File: config.mk
export PLATFORM = sky130hd
export DESIGN_NAME = regfile_mp
export DESIGN_NICKNAME = d
export VERILOG_FILES = /design/src/rtl/regfile_mp.sv
export SDC_FILE = /design/constraint.sdc
export NUM_CORES = 2
export LEC_CHECK = 0
export ABC_AREA = 1
export CORE_ASPECT_RATIO = 0.7
export CORE_MARGIN = 10
export CORE_UTILIZATION = 25
export DETAILED_ROUTE_END_ITERATION = 7
export MAX_ROUTING_LAYER = met4
export PLACE_DENSITY = 0.37
export SYNTH_ARGS = -nofsm -noshare
export SYNTH_HDL_FRONTEND = slang
export SYNTH_SLANG_ARGS = --single-unit
File: constraint.sdc
create_clock -name clk -period 2.2 [get_ports clk]
set_clock_uncertainty 0.05 [all_clocks]
set_input_delay 0.44 -clock clk [delete_from_list [all_inputs] [get_ports clk]]
set_output_delay 0.44 -clock clk [all_outputs]
set_load 0.03 [all_outputs]
File: src/rtl/regfile_mp.sv
`default_nettype none
// ============================================================================
// Module   : regfile_mp
// Brief    : Multi-read-port register file with byte-strobed writes,
//            write-to-read bypass, optional hardwired-zero entry and a
//            sequential bulk-clear engine.
// Revision : 1.0
// ============================================================================
module regfile_mp #(
    parameter int DATA_W   = 32,
    parameter int ADDR_W   = 5,
    parameter int NUM_RD   = 2,
    parameter int ZERO_REG = 1,
    parameter int BYPASS   = 1
) (
    input  logic                       clk,
    input  logic                       reset,
    input  logic                       wr_en,
    input  logic [ADDR_W-1:0]          wr_addr,
    input  logic [DATA_W/8-1:0]        wr_be,
    input  logic [DATA_W-1:0]          wr_data,
    output logic                       wr_err,
    input  logic [NUM_RD-1:0]          rd_en,
    input  logic [NUM_RD*ADDR_W-1:0]   rd_addr,
    output logic [NUM_RD*DATA_W-1:0]   rd_data,
    input  logic                       clr_start,
    output logic                       clr_busy,
    output logic                       clr_done
);

    localparam int              c_DEPTH = 2**ADDR_W;
    localparam int              c_BYTES = DATA_W/8;
    localparam logic [ADDR_W:0] c_LAST  = (ADDR_W+1)'(c_DEPTH-1);

    typedef enum logic [0:0] {
        S_IDLE  = 1'b0,
        S_CLEAR = 1'b1
    } state_t;

    state_t              r_state;
    state_t              w_nextState;
    logic [ADDR_W:0]     r_clrCnt;
    logic                r_wrErr;
    logic                r_clrDone;
    logic [DATA_W-1:0]   r_mem [c_DEPTH];

    logic                w_inClear;
    logic [ADDR_W-1:0]   w_clrAddr;
    logic                w_wrZero;
    logic                w_wrAccept;
    logic                w_lastEntry;
    logic [DATA_W-1:0]   w_wrMerged;

    assign w_inClear   = (r_state == S_CLEAR);
    assign w_clrAddr   = r_clrCnt[ADDR_W-1:0];
    assign w_wrZero    = (ZERO_REG != 0) && (wr_addr == '0);
    assign w_wrAccept  = wr_en && !w_inClear && !w_wrZero;
    assign w_lastEntry = w_inClear && (r_clrCnt == c_LAST);

    // Byte-merged write value, shared by the array update and the bypass path
    for (genvar b = 0; b < c_BYTES; b++) begin : g_byte
        assign w_wrMerged[b*8 +: 8] = wr_be[b] ? wr_data[b*8 +: 8] : r_mem[wr_addr][b*8 +: 8];
    end

    always_comb begin
        w_nextState = r_state;
        case (r_state)
            S_IDLE:  if (clr_start)   w_nextState = S_CLEAR;
            S_CLEAR: if (w_lastEntry) w_nextState = S_IDLE;
            default:                  w_nextState = S_IDLE;
        endcase
    end

    always_ff @(posedge clk or negedge reset) begin
        if (!reset) begin
            r_state   <= S_IDLE;
            r_clrCnt  <= '0;
            r_wrErr   <= 1'b0;
            r_clrDone <= 1'b0;
        end else begin
            r_state   <= w_nextState;
            r_wrErr   <= wr_en && w_inClear;
            r_clrDone <= w_lastEntry;
            if ((r_state == S_IDLE) && clr_start) begin
                r_clrCnt <= '0;
            end else if (w_inClear) begin
                r_clrCnt <= r_clrCnt + 1'b1;
            end
        end
    end

    // The sweep owns the array while busy; external writes are dropped then
    always_ff @(posedge clk or negedge reset) begin
        if (!reset) begin
            for (int i = 0; i < c_DEPTH; i++) begin
                r_mem[i] <= '0;
            end
        end else if (w_inClear) begin
            r_mem[w_clrAddr] <= '0;
        end else if (w_wrAccept) begin
            r_mem[wr_addr] <= w_wrMerged;
        end
    end

    for (genvar p = 0; p < NUM_RD; p++) begin : g_rd
        logic [ADDR_W-1:0] w_rdAddr;
        logic [DATA_W-1:0] r_rdData;

        assign w_rdAddr = rd_addr[p*ADDR_W +: ADDR_W];

        // Priority: zero entry, entry being swept, bypass, stored value
        always_ff @(posedge clk or negedge reset) begin
            if (!reset) begin
                r_rdData <= '0;
            end else if (rd_en[p]) begin
                if ((ZERO_REG != 0) && (w_rdAddr == '0)) begin
                    r_rdData <= '0;
                end else if (w_inClear && (w_rdAddr == w_clrAddr)) begin
                    r_rdData <= '0;
                end else if ((BYPASS != 0) && w_wrAccept && (w_rdAddr == wr_addr)) begin
                    r_rdData <= w_wrMerged;
                end else begin
                    r_rdData <= r_mem[w_rdAddr];
                end
            end
        end

        assign rd_data[p*DATA_W +: DATA_W] = r_rdData;
    end

    assign wr_err   = r_wrErr;
    assign clr_busy = w_inClear;
    assign clr_done = r_clrDone;

endmodule
`default_nettype wire

==> summary.txt <==
Worst EP required: 2.92 ns
vias per inst: 5.59
top cell type's share of synthesized area: 31.6%
vias in the first global route: 100000
global-route wire length before repair: 822 mm
initial antenna violation count: 30
most common cell in the netlist: nand2_1
gr usage total: 31.2%
Layout area overhead: 29.8%
Syn Inst Count: 14200
arrival time of the worst setup path: 3.00 ns
Initial DRC Count: 16300
FF-to-FF Start: clr_busy$_DFF_PN0_
Die Height: 513 um
Post-synth top cells: nand2_1, nor2_1, nand3_1, a21oi_1, dfrtp_1
Crit. End Element: flip-flop
NumNets Final: 14700
fraction of layout cells with a size suffix above 1: 14.5%
RSZ-0062 raised after global routing: true
core region area: 347000 um^2
sequential share of the synthesized area: 31.6%
status: complete, but fails checks
Sinks on Clock Net: 1097
VDD IR max: 764 uV
Hold WC Path Type: in2async
post-synthesis register bit count: 1097
Crit Path Max Fanout: 28
Chip Width: 725 um
synth warn: 0
GPL Wtd Cong: 0.956
WP buf/inv: 6
antenna-violating nets left: 0
WL final: 601 mm
ys flop type: dfrtp_1
Residual DRC: 0
largest cells by area after synthesis: dfrtp_1, nand2_1, nand3_1, nor2_1, a21oi_1
crit-path leading delay family: buffers and inverters
nature of the critical path startpoint: flip-flop
pin count of the biggest net entering global routing: 92
Crit path top cell by count: buf_12
Final Util: 32.5%
drt pass-1 iters: 7
fmax: 439 MHz
# setup viols final: 50
EDFF count, synth: 0
max-slew violations: 0
Final Hold Fails: 0
Max Buffers Root-to-Sink: 4
CTS Root Cell: clkbuf_16
placed cell area: 107000 um^2
pre-CTS setup slack: -0.980 ns
Period minus WS final: 2.28 ns
Die ar.: 372000 um^2
Cell variety after synth: 41
H-tree levels: 4
Max Cap Viol: 0
power per cell area: 1340 nW/um^2
Initial Utilization: 25.1%
CTS buffer count: 151
worst setup margin: -0.0800 ns
clock tree from TritonCTS: yes
Clock transition at path regs: 0.06 ns
Slew headroom: 52.1%
Overall Power: 0.152 W
worst slew pin tran: 0.713 ns
fraction of registers with async set/reset: 100%
post-route cell area: 113000 um^2
gr ovfl total: 0
row count: 181
mapped cell area: 87000 um^2
leakage: 53.0 nW
CP Class: reg2reg
CP startpoint: clr_busy$_DFF_PN0_
# IOs: 124
IO Port Bufs: 123
slowest CP cell: dfrtp_4
failing checks: setup timing
syn_area_per_cell: 6.14 um^2
Syn Nets: 14200
post-DP HPWL: 431 mm
fin crit share: 104%
CP cell instances: buf_12 > buf_4 > buf_12 > buf_12 > nor3_4 > buf_4 > clkbuf_16 > nand3_1 > a21oi_1
biggest cell delay along the critical path: 0.49 ns
routed len/inst: 30.9 um
Worst-Skew Late Latency: 0.88 ns
cell taking the most area after synthesis: dfrtp_1
via count of the routed design: 109000
-- stage by stage --
step / setup TNS [ns] / std cells / hold WS (ns)
floorplan: 0 / 14200 / 0.0944
global placement: -819.65 / 19200 / 0.258
detailed placement: -810.29 / 19200 / 0.259
CTS: -0.173 / 19400 / 0.257
global route: -3.72 / 19500 / 0.316
finish: -0.823 / 19500 / 0.293
-- state kept, by name, indices dropped and copies added (netlist names) --
register	flops
clr_done	1
r_clrCnt	6
clr_busy	1
r_mem	1024
wr_err	1
g_rd.r_rdData	64
-- cell type report --
type	instances	area (um^2)
fillers	37900	234000
multi-input cells	10800	50600
flip-flops and latches	1097	27500
repair buffers	1684	20300
well taps	4666	5840
clock buffers	222	4520
inverters	962	3700
clock inverters	33	383
diodes	9	22.5
-- per-layer routing --
layer	vias up	wire [um]	GRT usage [%]
met5	-	0	-
met4	0	27800	11.7
met2	6502	241000	43.1
met1	52800	273000	44.6
li1	48300	-	-
met3	1100	59200	5.72
-- final timing paths --
check                      slack [ns]  depth (start not counted)                               end
setup / recovery                -0.08                          9            r_mem[227]$_DFFE_PN0P_
hold / removal                   0.29                          3             r_mem[18]$_DFFE_PN0P_
setup reg to reg                -0.08                          9            r_mem[227]$_DFFE_PN0P_
max in group asynchronous        1.04                          4            r_mem[854]$_DFFE_PN0P_
min in group clk                 0.36                          5            r_mem[705]$_DFFE_PN0P_
hold reg to reg                  0.42                          2  g_rd[1].r_rdData[31]$_DFFE_PN0P_
-- kinds of logic after synthesis --
group	after synthesis	synth area share [%]
buf+inv	2288	11.1
fa+ha+maj	4	0.0576
simple gates	7681	36.3
flops	1097	31.6
compound gates	3098	20.9
xor+xnor	4	0.0403
-- what timing repair did --
action	CTS	global route
endpoints found under the setup margin	177	586
pin swaps	2	15
setup buffers	5	18
hold buffers	2	0
gates cloned	3	17
hold endpoints to repair	972	0
gates resized for setup	184	132
-- placed cells by master (no fill, tap or decap), drive strengths merged, types with 367 or more instances in the layout --
cell type,netlist,final
a21oi,1246,1246
nand3,1720,1720
dfrtp,1097,1097
o211ai,485,485
inv,958,963
o21ai,367,367
a31oi,992,992
buf,738,1571
nor2,1772,1772
nand2,4072,4072
-- where the power goes --
group / leakage [nW] / switching [W] / total [W] / internal, W
registers: 13.4 / 0.0104 / 0.0409 / 0.0305
clock network: 2.43 / 0.0115 / 0.0266 / 0.0151
logic: 37.1 / 0.0527 / 0.0841 / 0.0314
total: 53.0 / 0.0746 / 0.152 / 0.0770
-- worst min-delay path: cells and delay by family --
kind,cells,cell delay (ns)
buffers and inverters,3,1.08
Power figures use the tool's default switching activity.
